==> config.mk <==
export PLATFORM = sky130hd
export DESIGN_NAME = fifo_pop_stream
export DESIGN_NICKNAME = d
export VERILOG_FILES = /design/src/rtl/fifo_pop_stream_pkg.sv /design/src/rtl/fifo_pop_stream_buf3.sv /design/src/rtl/fifo_pop_stream.sv
export SDC_FILE = /design/constraint.sdc
export NUM_CORES = 1
export LEC_CHECK = 0
export BUFFER_PORTS_ARGS = -buffer_cell sky130_fd_sc_hd__buf_2
export CELL_PAD_IN_SITES_DETAIL_PLACEMENT = 0
export CELL_PAD_IN_SITES_GLOBAL_PLACEMENT = 1
export CORE_ASPECT_RATIO = 0.9
export CORE_MARGIN = 2
export CORE_UTILIZATION = 27
export DETAILED_ROUTE_END_ITERATION = 7
export HOLD_SLACK_MARGIN = 0.05
export MAX_ROUTING_LAYER = met4
export PLACE_DENSITY_LB_ADDON = 0.1
export RECOVER_POWER = 25
export SYNTH_ARGS = -nofsm -noshare
export SYNTH_HDL_FRONTEND = slang
export SYNTH_HIERARCHICAL = 1
export SYNTH_SLANG_ARGS = --single-unit
==> constraint.sdc <==
create_clock -name clk -period 3 [get_ports clk]
set_input_delay 0.3 -clock clk [delete_from_list [all_inputs] [get_ports clk]]
set_output_delay 0.3 -clock clk [all_outputs]
set_load 0.005 [all_outputs]
==> src/rtl/fifo_pop_stream_pkg.sv <==
// Shared types and constants for the FIFO pop-side stream stage.
package fifo_pop_stream_pkg;
   localparam int WORD_W    = 8;
   localparam int BUF_DEPTH = 3;
   localparam int LVL_W     = 2;

   typedef logic [WORD_W-1:0] word_t;
   typedef logic [LVL_W-1:0]  lvl_t;

   // Circular pointer advance over BUF_DEPTH entries.
   function automatic lvl_t ptr_inc(input lvl_t p);
      return (p == lvl_t'(BUF_DEPTH - 1)) ? '0 : p + 1'b1;
   endfunction
endpackage

==> src/rtl/fifo_pop_stream_buf3.sv <==
// 3-entry circular output buffer; head entry is presented combinationally from registers.
module stream_buf3
   import fifo_pop_stream_pkg::*;
#(
   parameter int WIDTH = WORD_W
) (
   input  logic             clk,
   input  logic             rst,
   input  logic             clr,
   input  logic             wr_en,
   input  logic [WIDTH-1:0] wr_data,
   input  logic             rd_en,
   output logic [WIDTH-1:0] head_data,
   output logic [LVL_W-1:0] level
);
   logic [WIDTH-1:0] mem_q [BUF_DEPTH];
   logic [WIDTH-1:0] mem_d [BUF_DEPTH];
   lvl_t wr_ptr_q, wr_ptr_d;
   lvl_t rd_ptr_q, rd_ptr_d;
   lvl_t level_q, level_d;
   logic wr, rd;

   always_comb begin
      wr       = wr_en & ~clr;
      rd       = rd_en & (level_q != '0) & ~clr;
      mem_d    = mem_q;
      wr_ptr_d = wr_ptr_q;
      rd_ptr_d = rd_ptr_q;
      level_d  = level_q;
      if (clr) begin
         wr_ptr_d = '0;
         rd_ptr_d = '0;
         level_d  = '0;
      end else begin
         if (wr) begin
            mem_d[wr_ptr_q] = wr_data;
            wr_ptr_d        = ptr_inc(wr_ptr_q);
         end
         if (rd) rd_ptr_d = ptr_inc(rd_ptr_q);
         // Write and read together leave the count unchanged at any level.
         level_d = level_q + lvl_t'(wr) - lvl_t'(rd);
      end
   end

   always_ff @(posedge clk) begin
      if (rst) begin
         mem_q    <= '{default: '0};
         wr_ptr_q <= '0;
         rd_ptr_q <= '0;
         level_q  <= '0;
      end else begin
         mem_q    <= mem_d;
         wr_ptr_q <= wr_ptr_d;
         rd_ptr_q <= rd_ptr_d;
         level_q  <= level_d;
      end
   end

   assign head_data = mem_q[rd_ptr_q];
   assign level     = level_q;
endmodule

==> src/rtl/fifo_pop_stream.sv <==
// Pops a registered-output FIFO under a 3-word credit and re-presents the words as a
// valid/ready stream; fifo_pop never depends on m_ready.
module fifo_pop_stream
   import fifo_pop_stream_pkg::*;
#(
   parameter int WIDTH = WORD_W
) (
   input  logic             clk,
   input  logic             rst,
   input  logic             fifo_empty,
   input  logic             fifo_full,
   input  logic             fifo_push,
   input  logic [WIDTH-1:0] fifo_dout,
   output logic             fifo_pop,
   input  logic             flush,
   output logic             m_valid,
   input  logic             m_ready,
   output logic [WIDTH-1:0] m_data,
   output logic [1:0]       level
);
   localparam logic [LVL_W:0] CREDITS = BUF_DEPTH[LVL_W:0];

   logic             inflight_q, inflight_d;
   logic             pop_acc, fire;
   logic [LVL_W:0]   credit_used;
   logic [LVL_W-1:0] buf_level;
   logic [WIDTH-1:0] buf_head;

   always_comb begin
      credit_used = {1'b0, buf_level} + {{LVL_W{1'b0}}, inflight_q};
      fifo_pop    = ~rst & ~flush & ~fifo_empty & (credit_used < CREDITS);
      // The FIFO favours an accepted push, silently dropping a coincident pop.
      pop_acc     = fifo_pop & ~(fifo_push & ~fifo_full);
      inflight_d  = pop_acc;
      fire        = m_valid & m_ready;
   end

   always_ff @(posedge clk) begin
      if (rst) inflight_q <= 1'b0;
      else     inflight_q <= inflight_d;
   end

   // fifo_dout is valid the cycle after an accepted pop; flush discards it.
   stream_buf3 #(.WIDTH(WIDTH)) u_buf (
      .clk      (clk),
      .rst      (rst),
      .clr      (flush),
      .wr_en    (inflight_q),
      .wr_data  (fifo_dout),
      .rd_en    (fire),
      .head_data(buf_head),
      .level    (buf_level)
   );

   assign m_valid = (buf_level != '0);
   assign m_data  = buf_head;
   assign level   = buf_level;
endmodule
==> results.toml, run 1 <==
[cts]
postCtsSetupBuffers = 0
cts_buffer_depth = 2
cts_hold_buf = 0
numCtsBuffers = 5
cts_root_buf = "clkbuf_8"
clk_latency_ns = 0.28
ctsResizeCount = 0
clk_pin_slew_ns = 0.08
htree_levels = 2
cts_tree = "done"
clkSinkCount = 31

[sta]
relSlewSlack = 0.539
rsz0062_at_grt = "false"
slew_viol_final = 0
fmax_mhz = 471
clock_skew_ns = 0.0102
period_share = 0.708
finalCriticalPeriod_ns = 2.13
setup_viol = 0
worst_slew_pin_slew_ns = 0.691
hold_viol = 0
timing.setup.tns_ns = 0

[yosys]
synthTopCellsByArea = "dfxtp_1 43%, mux2i_1 19%, nand2_1 7.3%"
syn_area_per_cell_um2 = 9.23
netlist_instances = 157
synth_cell_types = 27
ys_seq_area_frac = 0.428
synth_top_area_frac = 0.428
synth_area_leader_cell = "dfxtp_1"
synth-seq-cells = 31
synth_top_flop_cell = "dfxtp_1"
yosys_warnings = 6
synth_area_um2 = 1450
synth_common_cells = "31 x dfxtp_1, 28 x nand2_1, 27 x mux2i_1, 20 x nor2_1, 9 x a21oi_1"
synth_edf_count = 0
async_reset_ff_frac = 0
synth_most_common_cell = "dfxtp_1"
synth_nets = 176

[global_routing]
antenna_found_initial = 0
groute.layer.met2.usage = 0.223
grt_pass1_vias = 1187
met1_usage = 0.156
grt_overflow = 0
grtUsageTotal = 0.134
grt.busiest_layer = "met2"
grt_max_degree = 29
grt_pass1_wl_um = 5720
met3_usage = 0.0369

[floorplanning]
die_width_um = 81.2
ios = 27
coreArea_um2 = 5220
placementRows = 25
start_util = 0.277
die-area_um2 = 5970
fp.dieH_um = 73.5

[final_layout]
drive_gt1_frac = 0.214
antenna_cells = 0
fin_util = 0.330
areaGrowthSynthToFinish_pct = 19.0
fin_nets = 200

[run_status]
status = "complete, no violations"

[setup_path]
reg2reg_setup_slack_ns = 0.87
cp-start-kind = "register"
worstRegToRegCells = 9
worstReg2RegStart = "u_buf/level[1]"
cp-end-kind = "register"
path_max_fanout = 5
cp-endpoint = "u_buf/level[1]"
worst_ep_required_time_ns = 3.18
arrival_ns = 2.31
crit_type = "register to register"
cp-startpoint = "u_buf/level[1]"
reg2reg_to = "u_buf/level[1]"

[job]
max_cap_viol_count = 0

[drt]
dr.pass1.iters = 4
vias_per_cell = 4.54
wirelength_um = 3490
ant_nets = 0
drc = 0
wl_per_cell_um = 14.0
first_iter_violations = 62
vias = 1130

[pwr]
p_leak_uw = 0.000646
vdd_drop_max_mv = 0.276
p_per_area_nw_per_um2 = 512

[worst_hold_path]
hold_class = "primary input to register"

[place]
hpwl_um = 2370
port_buffers = 26
gp_congestion = 0.731
-- registers in the layout, indices dropped and copies added, names as in the netlist --
name,count
u_buf/level,2
u_buf/mem_q,24
u_buf/wr_ptr_q,2
u_buf/rd_ptr_q,2
inflight_q,1
-- cells in the final DEF (no fill, tap or decap), drive strengths merged, types with 3 or more instances in the layout --
cell and count:
mux2i 27, nor2 20, and2 3, a21oi 9
ha 4, buf 26, dfxtp 31, clkbuf 6
o21ai 7, nand2 28
-- cell families after synthesis --
| kind of cell | after synthesis | share of synthesized area |
|---|---|---|
| and+or+nand+nor | 63 | 0.220 |
| muxes | 28 | 0.194 |
| AOI/OAI and AO/OA | 18 | 0.0699 |
| xor gates and xnor gates | 2 | 0.0121 |
| adders and majority gates | 4 | 0.0345 |
| DFF | 31 | 0.428 |
| buffers and inverters | 11 | 0.0406 |
-- how the worst min path moves through the flow --
stage / to / start / slack, ns / cells after the start
6_report: inflight_q / fifo_push / 0.20 / 2
5_1_grt: inflight_q / fifo_push / 0.19 / 2
4_1_cts: inflight_q / fifo_push / 0.19 / 2
3_5_place_dp: u_buf/mem_q[23] / u_buf/mem_q[23] / 0.45 / 2
3_3_place_gp: u_buf/mem_q[23] / u_buf/mem_q[23] / 0.44 / 2
2_1_floorplan: inflight_q / fifo_push / 0.38 / 1
-- stage by stage --
stage | setup WS (ns) | hold slack, ns | total power (µW) | instances | cell area, µm²
after global placement | 1.06 | 0.441 | 465 | 241 | 1610
after floorplan | 1.06 | 0.383 | 447 | 157 | 1450
after detailed placement | 0.983 | 0.449 | 466 | 241 | 1610
after CTS | 0.857 | 0.189 | 899 | 249 | 1730
after global routing | 0.676 | 0.195 | 917 | 249 | 1720
final | 0.875 | 0.201 | 882 | 249 | 1720
-- area by class of cell --
cell class                      count  area (µm²)
Multi-Input combinational cell    115         764
Clock inverter                      2        35.0
Clock buffer                        6        82.6
Sequential cell                    31         621
Tap cell                           67        83.8
Timing Repair Buffer               26         130
Inverter                            2        7.51
Fill cell                         563        3500
-- worst max-delay path, stage by stage, from the launching register on --
cell and delay [ns]:
dfxtp_1 0.41, or2_2 0.14, and2_1 0.11, nor3b_1 0.46
ha_1 0.32, inv_1 0.06, ha_1 0.15, xnor2_1 0.14
xnor2_1 0.08, and2_1 0.16
-- metal layers --
metal / routed length [µm] / part of all wire
met3: 123 / 0.035
met1: 1640 / 0.47
met2: 1710 / 0.49
met5: 0 / 0
met4: 22 / 0.0063
-- power by group --
| group | switching (µW) | internal [µW] |
|---|---|---|
| combinational | 22.2 | 15.7 |
| sequential | 2.87 | 414 |
| clock | 158 | 269 |
No activity file was read; power rests on OpenSTA's default activity.
==> run 2: changes to the inputs <==
==> constraint.sdc (replaced) <==
create_clock -name clk -period 2 [get_ports clk]
set_input_delay 0.2 -clock clk [delete_from_list [all_inputs] [get_ports clk]]
set_output_delay 0.2 -clock clk [all_outputs]
set_load 0.005 [all_outputs]
==> run 2 against run 1 <==
Critical path type is now register to output pin. Flip-flop and latch count unchanged. Global-route usage up 0.41 points. Clock-buffer cell count up 1. Critical path depth down 3. Combinational power up 70%. Sequential power up 50%.
==> results.toml, run 2 (synthesized netlist as in run 1, its figures left out) <==
[run_status]
status = "complete, no violations"

[setup_path]
worstReg2RegStart = "u_buf/level[1]"
cp-startpoint = "u_buf/level[0]"
crit_type = "register to output pin"
path_max_fanout = 3
worst_ep_required_time_ns = 1.80
arrival_ns = 1.73
cp-start-kind = "register"
reg2reg_setup_slack_ns = 0.08
cp-end-kind = "output pin"

[global_routing]
grt_pass1_wl_um = 5850
grtUsageTotal = 0.138
grt_pass1_vias = 1208
grt_max_degree = 28
grt_overflow = 0
antenna_found_initial = 0

[final_layout]
mostFrequentLayoutCells = "28 x nand2_1, 28 x dfxtp_1, 27 x mux2i_1, 26 x buf_2, 20 x nor2_1"
fin_nets = 212
drive_gt1_frac = 0.309
fin_util = 0.352
fillers = 541
largest_reg_flops = 24
antenna_cells = 0
areaGrowthSynthToFinish_pct = 26.9
top_register = "u_buf/mem_q"

[cts]
numCtsBuffers = 5
cts_buffer_depth = 2
cts_hold_buf = 0
cts_root_buf = "clkbuf_8"
clkSinkCount = 31
cts_tree = "done"
htree_levels = 2
clk_pin_slew_ns = 0.06
clk_latency_ns = 0.28

[sta]
clock_skew_ns = 0.00447
worst_slew_pin_slew_ns = 0.595
setup_viol = 0
rsz0062_at_grt = "true"
hold_viol = 0
period_share = 0.967
hold_slack_ns = 0.0908
timing.final.ws_setup_ns = 0.0669
finalCriticalPeriod_ns = 1.93
fmax_mhz = 517
slew_viol_final = 0
relSlewSlack = 0.602

[drt]
vias_per_cell = 4.50
dr_wl_met2_um = 1760
wl_met1_um = 1750
wl_per_cell_um = 14.0
top_layer_used = "met4"
dr.pass1.iters = 4
vias = 1174
drc = 0
wirelength_um = 3660
first_iter_violations = 41
ant_nets = 0
wl_met3_um = 97

[pwr]
p_per_area_nw_per_um2 = 632
swShare = 0.230
p_comb_frac = 0.056
internal-power_uw = 894
total_power_uw = 1160
switching_power_uw = 267
vdd_drop_max_mv = 0.344
seqPwrFrac = 0.539
p_clk_frac = 0.405
p_leak_uw = 0.000694

[place]
gp_congestion = 0.768
hpwl_um = 2460
pre_cts_ws_ns = 0.0504
port_buffers = 26

[floorplanning]
placementRows = 25
die-area_um2 = 5970
die_width_um = 81.2
ios = 27
fp.dieH_um = 73.5
coreArea_um2 = 5220
start_util = 0.277

[worst_hold_path]
hold_start = "fifo_push"
hold_class = "primary input to register"

[job]
max_cap_viol_count = 0
[run 2: per-stage QoR]
| stage | area [µm²] | std cells | setup TNS, ns |
|---|---|---|---|
| final | 1840 | 261 | 0 |
| after global routing | 1840 | 261 | -0.00873 |
| after CTS | 1760 | 258 | 0 |
| after detailed placement | 1680 | 250 | 0 |
| after global placement | 1680 | 250 | 0 |
| after floorplan | 1450 | 157 | 0 |
[run 2: timing repair]
| action | 4_1_cts | 5_1_grt |
|---|---|---|
| hold endpoints to repair | 0 | 0 |
| buffers inserted | 0 | 3 |
| gates resized for setup | 1 | 13 |
| setup endpoints to repair | 1 | 2 |
| pin swaps | 1 | 2 |
| cloned | 0 | 0 |
[run 2: power by group through the flow]
stage | combinational [µW] | clock [µW] | sequential, µW
finish | 64.6 | 471 | 626
detailed placement | 60.9 | 0 | 640
global placement | 59.0 | 0 | 639
floorplan | 31.3 | 0 | 639
global route | 72.4 | 513 | 627
CTS | 61.6 | 490 | 626
[run 2: worst paths after layout]
check / to / cells past startpoint
min: inflight_q / 2
min reg2reg: u_buf/mem_q[19] / 2
max reg2reg: u_buf/level[1] / 9
max: fifo_pop / 6
[run 2: layer usage]
metal / global-route usage / vias to the layer above
li1: - / 604
met1: 0.166 / 547
met2: 0.220 / 16
met3: 0.0344 / 7
met4: 0.0565 / 0
met5: - / -
[run 2: cell type report]
type,count,area [µm²],area share
sequential,31,624,0.340
multi-input combinational,115,817,0.445
clock inverter,1,5.00,0.00272
timing repair buffer,38,224,0.122
inverter,2,7.51,0.00408
clock buffer,7,76.3,0.0415
tap,67,83.8,0.0456
[run 2: worst max-delay path, stage by stage (launching register included)]
cell	delay [ns]
dfxtp_2	0.32
buf_6	0.12
ha_4	0.15
ha_2	0.16
or4_4	0.48
a21oi_2	0.11
buf_2	0.12
